[src/rtl/fc_bias_add_pkg.sv]
// Shared constants and types for the FC bias-add stage.
package fc_bias_add_pkg;

  localparam int DDR_AXIS_DATA_WIDTH = 64;
  localparam int DEF_LANES           = DDR_AXIS_DATA_WIDTH / 8;
  localparam int LANE_W              = 32;

  localparam logic signed [LANE_W-1:0] SAT_MAX = 32'sh7FFF_FFFF;
  localparam logic signed [LANE_W-1:0] SAT_MIN = 32'sh8000_0000;

  typedef enum logic [1:0] {
    IDLE      = 2'd0,
    WAIT_BIAS = 2'd1,
    RUN       = 2'd2
  } fc_state_e;

endpackage

[src/rtl/fc_bias_add_if.sv]
// Accumulator-in / biased-result-out stream pair.
interface fc_bias_add_if
  import fc_bias_add_pkg::*;
#(
  parameter int LANES = DEF_LANES
) ();

  logic                             acc_vld;
  logic                             acc_rdy;
  logic [LANES-1:0][LANE_W-1:0]     acc_data;
  logic                             out_vld;
  logic                             out_rdy;
  logic [LANES-1:0][LANE_W-1:0]     out_data;
  logic                             out_last;

  // Environment side: produces accumulators, consumes results.
  modport master (
    output acc_vld, acc_data, out_rdy,
    input  acc_rdy, out_vld, out_data, out_last
  );

  // Bias-add block side.
  modport slave (
    input  acc_vld, acc_data, out_rdy,
    output acc_rdy, out_vld, out_data, out_last
  );

endinterface

[src/rtl/fc_sat_add.sv]
// One-lane signed 32+32 adder clipped to the 32-bit signed range.
module fc_sat_add
  import fc_bias_add_pkg::*;
(
  input  logic signed [LANE_W-1:0] a,
  input  logic signed [LANE_W-1:0] b,
  output logic signed [LANE_W-1:0] y
);

  logic [LANE_W:0] sum;

  assign sum = {a[LANE_W-1], a} + {b[LANE_W-1], b};
  // Overflow iff the two top bits of the 33-bit sum disagree; the true sign picks the rail.
  assign y = (sum[LANE_W] != sum[LANE_W-1]) ? (sum[LANE_W] ? SAT_MIN : SAT_MAX)
                                            : sum[LANE_W-1:0];

endmodule

[src/rtl/fc_bias_add.sv]
// Adds a per-vector bias to the accumulator stream with saturation.
// The bias for vector k+1 is requested (read_next) as soon as vector k's
// bias is captured, so a steady accumulator stream only waits on the
// upstream bias latency, never on an extra round trip.
module fc_bias_add
  import fc_bias_add_pkg::*;
#(
  parameter int LANES    = DEF_LANES,
  parameter int BIAS_LAT = 12,
  parameter int CNT_W    = 16
) (
  input  logic                         clk,
  input  logic                         rst_n,
  input  logic                         start_pulse,
  input  logic [CNT_W-1:0]             n_vec,
  input  logic [LANES-1:0][LANE_W-1:0] bias,
  output logic                         read_next,
  fc_bias_add_if.slave                 io,
  output logic                         done
);

  localparam int LAT_W = (BIAS_LAT > 1) ? $clog2(BIAS_LAT) : 1;
  localparam logic [LAT_W-1:0] LAT_RELOAD = LAT_W'(BIAS_LAT - 1);

  fc_state_e                    state;
  logic [CNT_W-1:0]             remaining;
  logic [LAT_W-1:0]             lat_cnt;
  logic                         pf_pend;     // a bias fetch is in flight upstream
  logic [LANES-1:0][LANE_W-1:0] bias_q;
  logic                         bias_q_vld;
  logic [LANES-1:0][LANE_W-1:0] sum_w;
  logic                         acc_hs;
  logic                         out_hs;
  logic                         capture;

  assign io.acc_rdy = bias_q_vld && (!io.out_vld || io.out_rdy);
  assign acc_hs     = io.acc_vld && io.acc_rdy;
  assign out_hs     = io.out_vld && io.out_rdy;
  assign capture    = pf_pend && (lat_cnt == '0) && !bias_q_vld;

  for (genvar g = 0; g < LANES; g++) begin : g_lane
    fc_sat_add u_add (
      .a (io.acc_data[g]),
      .b (bias_q[g]),
      .y (sum_w[g])
    );
  end

  // Job control, bias prefetch and the registered output stage.
  always_ff @(posedge clk or negedge rst_n) begin
    if (!rst_n) begin
      state       <= IDLE;
      remaining   <= '0;
      lat_cnt     <= '0;
      pf_pend     <= 1'b0;
      bias_q      <= '0;
      bias_q_vld  <= 1'b0;
      read_next   <= 1'b0;
      io.out_vld  <= 1'b0;
      io.out_data <= '0;
      io.out_last <= 1'b0;
      done        <= 1'b0;
    end else begin
      read_next <= 1'b0;
      done      <= 1'b0;
      if (lat_cnt != '0) lat_cnt <= lat_cnt - LAT_W'(1);

      case (state)
        IDLE: begin
          if (start_pulse) begin
            if (n_vec != '0) begin
              remaining <= n_vec;
              lat_cnt   <= LAT_RELOAD;
              pf_pend   <= 1'b1;
              state     <= WAIT_BIAS;
            end else begin
              done <= 1'b1;
            end
          end
        end
        default: begin
          // bias_q is only empty after its vector was consumed, so remaining
          // here equals the number of bias vectors still to capture.
          if (capture) begin
            bias_q     <= bias;
            bias_q_vld <= 1'b1;
            state      <= RUN;
            if (remaining > CNT_W'(1)) begin
              read_next <= 1'b1;
              lat_cnt   <= LAT_RELOAD;
            end else begin
              pf_pend <= 1'b0;
            end
          end

          if (acc_hs) begin
            io.out_data <= sum_w;
            io.out_vld  <= 1'b1;
            io.out_last <= (remaining == CNT_W'(1));
            remaining   <= remaining - CNT_W'(1);
            bias_q_vld  <= 1'b0;
          end else if (out_hs) begin
            io.out_vld  <= 1'b0;
            io.out_last <= 1'b0;
            if (io.out_last) begin
              state <= IDLE;
              done  <= 1'b1;
            end
          end
        end
      endcase
    end
  end

endmodule
[src/flat_wrapper.sv]
// flat-port wrapper written by rule: the top's interface ports become plain ports
module fc_bias_add_flat import fc_bias_add_pkg::*;
#(
  parameter int LANES    = DEF_LANES,
  parameter int BIAS_LAT = 12,
  parameter int CNT_W    = 16
)
  (clk, rst_n, start_pulse, n_vec, bias, read_next, done, io_acc_vld, io_acc_data, io_out_rdy, io_acc_rdy, io_out_vld, io_out_data, io_out_last);
  fc_bias_add_if #(.LANES(LANES)) io_i ();
  input  logic clk;
  input  logic rst_n;
  input  logic start_pulse;
  input  logic [CNT_W-1:0] n_vec;
  input  logic [LANES-1:0][LANE_W-1:0] bias;
  output logic read_next;
  output logic done;
  input wire logic [$bits(io_i.acc_vld)-1:0] io_acc_vld;
  input wire logic [$bits(io_i.acc_data)-1:0] io_acc_data;
  input wire logic [$bits(io_i.out_rdy)-1:0] io_out_rdy;
  output wire logic [$bits(io_i.acc_rdy)-1:0] io_acc_rdy;
  output wire logic [$bits(io_i.out_vld)-1:0] io_out_vld;
  output wire logic [$bits(io_i.out_data)-1:0] io_out_data;
  output wire logic [$bits(io_i.out_last)-1:0] io_out_last;
  assign io_i.acc_vld = io_acc_vld;
  assign io_i.acc_data = io_acc_data;
  assign io_i.out_rdy = io_out_rdy;
  assign io_acc_rdy = io_i.acc_rdy;
  assign io_out_vld = io_i.out_vld;
  assign io_out_data = io_i.out_data;
  assign io_out_last = io_i.out_last;
  fc_bias_add #(.LANES(LANES), .BIAS_LAT(BIAS_LAT), .CNT_W(CNT_W)) u_core (.clk(clk), .rst_n(rst_n), .start_pulse(start_pulse), .n_vec(n_vec), .bias(bias), .read_next(read_next), .io(io_i), .done(done));
endmodule
[config.mk]
export PLATFORM = sky130hd
export DESIGN_NAME = fc_bias_add_flat
export DESIGN_NICKNAME = d
export VERILOG_FILES = /design/src/rtl/fc_bias_add_pkg.sv /design/src/rtl/fc_bias_add_if.sv /design/src/rtl/fc_sat_add.sv /design/src/rtl/fc_bias_add.sv /design/src/flat_wrapper.sv
export SDC_FILE = /design/constraint.sdc
export NUM_CORES = 2
export LEC_CHECK = 0
export CELL_PAD_IN_SITES_DETAIL_PLACEMENT = 1
export CELL_PAD_IN_SITES_GLOBAL_PLACEMENT = 2
export CORE_ASPECT_RATIO = 0.8
export CORE_UTILIZATION = 25
export CTS_BUF_LIST = sky130_fd_sc_hd__clkbuf_8
export DETAILED_ROUTE_END_ITERATION = 7
export GPL_TIMING_DRIVEN = 1
export PLACE_DENSITY_LB_ADDON = 0.1
export REMOVE_ABC_BUFFERS = 1
export SYNTH_ARGS = -nofsm -noshare
export SYNTH_HDL_FRONTEND = slang
export SYNTH_SLANG_ARGS = --single-unit
[constraint.sdc]
create_clock -name clk -period 10.13 [get_ports clk]
set_input_delay 1.5195 -clock clk [delete_from_list [all_inputs] [get_ports clk]]
set_output_delay 1.5195 -clock clk [all_outputs]
set_load 0.03 [all_outputs]
# Word level (Yosys, flattened, before mapping)
# Index checks and enable logic that the tools add are counted.
[totals]
register_bits = 540
inputBits = 533
wordCells = 124
[op_classes]
n_addsub = 10
n_lt_le_gt_ge = 1
eq_ne = 12
muxes = 52
bitwise_logic = 1
n_reduce_logical = 23
[op_table]
columns = ["cell", "count"]
rows = [
  ["32-bit 2-to-1 mux", 16],
  ["32-bit by 32-bit adder with 33-bit output", 8],
  ["16-bit 2-to-1 mux", 4],
  ["4-bit 2-to-1 mux", 6],
  ["1-bit 2-to-1 mux", 19],
  ["16-bit by 1-bit == test with 1-bit output (second input constant)", 1],
  ["16-bit by 1-bit > comparator with 1-bit output (second input constant)", 1],
  ["16-bit nonzero test", 1],
  ["16-bit by 1-bit subtractor with 16-bit output (second input constant)", 1],
  ["2-bit 2-to-1 mux", 7],
  ["2-bit AND reduction", 5],
  ["1-bit inequality test", 8],
  ["2-bit nonzero test", 4],
  ["1-bit logical AND", 5],
  ["4-bit logical NOT", 1],
  ["2-bit inequality test (second input constant)", 2],
  ["4-bit AND reduction", 1],
  ["4-bit nonzero test", 1],
  ["4-bit by 1-bit subtractor with 4-bit output (second input constant)", 1],
  ["3-bit AND reduction", 1],
  ["1-bit logical NOT", 2],
  ["2-bit logical NOT", 1],
  ["2-bit by 1-bit inequality test with 1-bit output (second input constant)", 1],
  ["1-bit logical OR", 1],
  ["1-bit inverter", 1],
]

# Depth between registers and ports, before layout
[depth]
depth_word = 8
ltp_mapped = 16

# Cells and area by module
# From an unflattened synthesis, not the netlist that was laid out.
[unflattened]
hier_cells = 4208
hier_area_um2 = 37496.0
[by_module_without_submodules]
columns = ["module", "instances", "cells_each", "area_per_inst_um2"]
rows = [
  ["fc_bias_add", 1, 1816, 20751.2],
  ["fc_sat_add at u_core.g_lane[4].u_add ...", 4, 293, 2025.7],
  ["fc_sat_add at u_core.g_lane[1].u_add ...", 2, 312, 2249.7],
  ["fc_sat_add at u_core.g_lane[3].u_add", 1, 305, 2190.9],
  ["fc_sat_add at u_core.g_lane[0].u_add", 1, 291, 1951.9],
]

# Worst setup path before layout
# OpenSTA, ideal clock, no wires.
[synth_timing]
kind = "in2reg"
start = "input io_acc_data[37]"
end = "register u_core.io.out_data[38]"
setup_ns = 0.118
arrival_ns = 4.405
slack_ns = 5.607
cell_stages = 12
path_cell_list = "ha_1 > or4_1 > o21a_2 > a41oi_4 > o31ai_2 > o41a_1 > a221o_1 > a31oi_4 > nand2_2 > nand2_4 > buf_8 > o21ai_2"
[synth_via]
elab_chain_cells = 3
elab_cells_between_ends = 4
classes_between = "add/sub: 1; eq/ne: 1; mux: 2"
[synth_lines]
columns = ["item", "line_no", "source"]
rows = [
  ["start, declared", "flat_wrapper.sv:18", "input wire logic [$bits(io_i.acc_data)-1:0] io_acc_data;"],
  ["32-bit by 32-bit adder with 33-bit output *", "fc_sat_add.sv:12", "assign sum = {a[LANE_W-1], a} + {b[LANE_W-1], b};"],
  ["32-bit 2-to-1 mux or 1-bit inequality test (tied branches)", "fc_sat_add.sv:14", "assign y = (sum[LANE_W] != sum[LANE_W-1]) ? (sum[LANE_W] ? SAT_MIN : SAT_MAX)"],
  ["32-bit 2-to-1 mux *", "fc_sat_add.sv:14", ""],
  ["end signal, assigned", "fc_bias_add.sv:97", "io.out_data <= sum_w;"],
  ["end, declared", "fc_bias_add_if.sv:25", "output acc_rdy, out_vld, out_data, out_last"],
]
# Every way passes the cells marked *; elsewhere a longest branch is shown, timed or not.
# A chain may end at the register's enable or synchronous reset.

# Final worst setup path
[layout_timing]
start = "input io_acc_data[0]"
end = "register u_core.io.out_data[27]"
# Same word-level chain as after synthesis.

==> qor.json <==
{
  "cts-resized-gates": 0,
  "drt_drc_violations_left": 0,
  "clock_latency_ps": 840,
  "rows": 121,
  "largest_net_degree_at_the_start_of_global_routing": 133,
  "timing.critical_path.slowest_cell_delay_ps": 870,
  "timing.final.crit_share_pct": 57.1,
  "critical_path_peak_fanout": 22,
  "hold_path_class": "flop to flop",
  "critical_path.reg2reg.startpoint": "u_core.bias_q[0]",
  "filler_cell_count": 16231,
  "global_route.usage.total_pct": 21.3,
  "comb_power_share_pct": 62.6,
  "timing.critical_path.from_type": "primary input",
  "finClkSkew_ps": 34.7,
  "most-common-layout-cells": "sky130_fd_sc_hd__nand2_1, sky130_fd_sc_hd__clkdlybuf4s50_1, sky130_fd_sc_hd__dfrtp_1",
  "die-width_um": 418,
  "worstRegToRegCells": 14,
  "route.antenna.remaining_nets": 0,
  "vias_per_cell": 4.74,
  "fin_hold_ws_ps": 475,
  "cts_tree": "done",
  "max_cap_violations": 0,
  "syn-cell-area_um2": 34600,
  "post_route_wl_um": 151000,
  "synth.yosys.seq_area_share_pct": 39.1,
  "wl_met2_um": 73700,
  "average_size_of_a_mapped_cell_um2": 8.14,
  "holdBufCountCts": 0,
  "postCtsSetupBuffers": 0,
  "final_common_cell": "sky130_fd_sc_hd__nand2_1",
  "timing.critical_path.cells": "clkdlybuf4s50_1 -> ha_1 -> inv_1 -> fa_1 -> nand2b_1 -> a21oi_1 -> o31ai_1 -> a21boi_0 -> o21ai_0 -> nor3_1 -> nor2_1 -> a31oi_1 -> and2_1 -> o21ai_0 -> o21ai_0",
  "power_switching_uw": 8400,
  "drt-met1-wl_um": 67000,
  "timing.critical_path.required_ps": 10870,
  "yosys_register_bits": 540,
  "max-vdd-ir-drop_uv": 130,
  "cts.clk_slew.worst_paths_ps": 60,
  "fmax_mhz": 173,
  "dp_hpwl_um": 116000,
  "total_length_of_routed_met3_wires_um": 4900,
  "worst_pin_slew_ps": 1230,
  "slack_of_the_worst_reg_to_reg_path_ps": 5230,
  "number_of_global_route_vias_before_repair": 34208,
  "overflow": 0,
  "place.detailed.instances": 6737,
  "post_synth_num_cell_types": 86,
  "cts_buffer_depth": 3,
  "portBuffers": 793,
  "cpMostUsedCell": "sky130_fd_sc_hd__o21ai_0",
  "final_net_count": 5804,
  "ys_dominant_reg_cell": "sky130_fd_sc_hd__dfrtp_1",
  "number_of_cells_on_the_critical_path": 15,
  "report.power.total_uw": 17100,
  "p_per_area_nw_per_um2": 365,
  "drive_above_1_share_pct": 5.24,
  "critPathLaunch": "io_acc_data[0]",
  "grt_pass1_wl_um": 226000,
  "cp-endpoint": "u_core.io.out_data[27]",
  "slowest_stage": "sky130_fd_sc_hd__a31oi_1",
  "crit-reg2reg-capture": "u_core.io.out_data[27]",
  "finalNonFillerCells": 6966,
  "cp.arrival_ps": 6530,
  "routed-via-count": 33038,
  "die_area_um2": 140000,
  "multi_input_comb_area_um2": 20000,
  "synth_edf_count": 0,
  "die_y_um": 335,
  "crit_type": "primary input to flop",
  "cts.htree.levels": 3,
  "detail_route.first_pass.iterations": 5,
  "timing_max_transition_violations_final": 0,
  "finalHoldViolCount": 0,
  "seq_area_um2": 13500,
  "route.detailed.wl_per_inst_um": 21.7,
  "area_growth_syn_to_layout_pct": 35.5,
  "cts-buffers-inserted": 110,
  "io_pins": 794,
  "synth-async-reset-ratio_pct": 100,
  "clock_power_share_pct": 14.4,
  "initial_core_util_pct": 25.3,
  "clkSinkCount": 540,
  "design.core.area_um2": 137000,
  "routed.top_layer": "met5",
  "power.share.switching_pct": 49.1,
  "share_seq_of_total_power_pct": 23.0,
  "report.final.setup_viol": 0,
  "outcome": "complete, no violations",
  "timing.critical_path.buf_inv": 2,
  "setup.worst_path.end_class": "flop",
  "root_buffer": "sky130_fd_sc_hd__clkbuf_8",
  "internal_power_uw": 8710,
  "yosys_warnings": 0,
  "leakage_uw": 0.0214,
  "crit_family": "compound AO/OA/AOI/OAI gates",
  "unrepaired_setup_endpoints_after_global_routing": "false",
  "synthCells": 4244,
  "number_of_antenna_violations_at_the_first_check_in_global_routing": 55,
  "minimum_period_implied_by_the_final_worst_setup_slack_ps": 5790,
  "timing.max_slew.rel_slack_pct": 15.8,
  "place_congestion": 0.859,
  "drt_first_iter_violations": 1562
}
[state kept, by name (all words and copies together) (netlist names)]
name / cells
u_core.bias_q: 256
u_core.io.out_data: 256
u_core.io.out_vld: 1
u_core.pf_pend: 1
u_core.remaining: 16
u_core.lat_cnt: 4
u_core.bias_q_vld: 1
u_core.read_next: 1
u_core.done: 1
u_core.io.out_last: 1
u_core.state: 2
[worst register-to-register path, delay by kind of cell (launching register included)]
kind                       cells  cell delay [ps]
DFF                            1              360
adders and majority gates      2              570
buffers and inverters          1               60
and+or+nand+nor                4             1430
AOI/OAI and AO/OA              7             2380
[layout make-up]
type	instances	share of cell area, %
multi-input combinational	3432	42.7
sequential	540	28.9
timing repair buffer	830	17.7
tap	1845	4.93
clock buffer	143	4.20
clock inverter	60	0.738
inverter	90	0.722
antenna	26	0.139
[through the flow]
step           TNS [ps]  setup slack [ps]  util (%)  area, um^2
2_1_floorplan     -6990              -393         -       33800
3_3_place_gp          0              3540      32.5       44400
3_5_place_dp          0              3390      32.5       44400
4_1_cts               0              4360      34.2       46800
5_1_grt               0              3870      34.3       46800
6_report              0              4340      34.3       46800
[per-layer routing]
metal,GRT usage [%],up-vias
met4,8.50,10
met1,27.2,15934
li1,-,16224
met5,0,-
met2,35.8,613
met3,3.40,257
[kinds of logic (layout without fill, tap and decap cells)]
family / after synthesis / after routing / synth area share, %
AO/OA/AOI/OAI: 1164 / 1164 / 20.5
XOR/XNOR: 209 / 209 / 5.30
AND/OR/NAND/NOR: 1761 / 1761 / 21.2
multiplexers: 3 / 3 / 0.0905
flip-flops: 540 / 540 / 39.1
other: 0 / 26 / 0
adder cells (fa/ha/maj): 295 / 295 / 10.7
buffers and inverters: 272 / 1123 / 3.10
[power groups by stage]
| stage | Clock [uW] | Combinational, uW | Sequential, uW |
|---|---|---|---|
| 3_5_place_dp | 0 | 10800 | 3980 |
| 5_1_grt | 2650 | 11900 | 4080 |
| 4_1_cts | 2580 | 10900 | 3960 |
| 2_1_floorplan | 0 | 6280 | 4740 |
| 6_report | 2460 | 10700 | 3940 |
| 3_3_place_gp | 0 | 10800 | 3960 |
[cell usage after synthesis (32+ instances only)]
cell,n,area (um^2)
sky130_fd_sc_hd__xor2_1,83,727
sky130_fd_sc_hd__nand2b_1,55,344
sky130_fd_sc_hd__inv_1,90,338
sky130_fd_sc_hd__nor3_1,53,265
sky130_fd_sc_hd__o21ai_0,385,1930
sky130_fd_sc_hd__nand3_1,63,315
sky130_fd_sc_hd__nand4_1,32,200
sky130_fd_sc_hd__clkbuf_1,165,619
sky130_fd_sc_hd__a21oi_1,326,1630
sky130_fd_sc_hd__xnor2_1,126,1100
sky130_fd_sc_hd__ha_1,259,3240
sky130_fd_sc_hd__o21bai_1,36,270
sky130_fd_sc_hd__nand2_1,1145,4300
sky130_fd_sc_hd__nor2_1,293,1100
sky130_fd_sc_hd__a21o_1,128,961
sky130_fd_sc_hd__dfrtp_1,540,13500
sky130_fd_sc_hd__o21a_1,42,315
[worst min-delay path by stage]
stage | startpoint | end | slack (ps) | cells after the start
after floorplan | u_core.bias_q[0] | u_core.bias_q[0] | 450 | 2
after global placement | u_core.io.out_data[223] | u_core.io.out_data[223] | 460 | 2
after detailed placement | u_core.bias_q[178] | u_core.bias_q[178] | 470 | 2
after CTS | u_core.bias_q[178] | u_core.bias_q[178] | 480 | 2
after global routing | u_core.bias_q[47] | u_core.bias_q[47] | 490 | 2
final | u_core.bias_q[178] | u_core.bias_q[178] | 480 | 2
(Power assumes the default switching activity.)
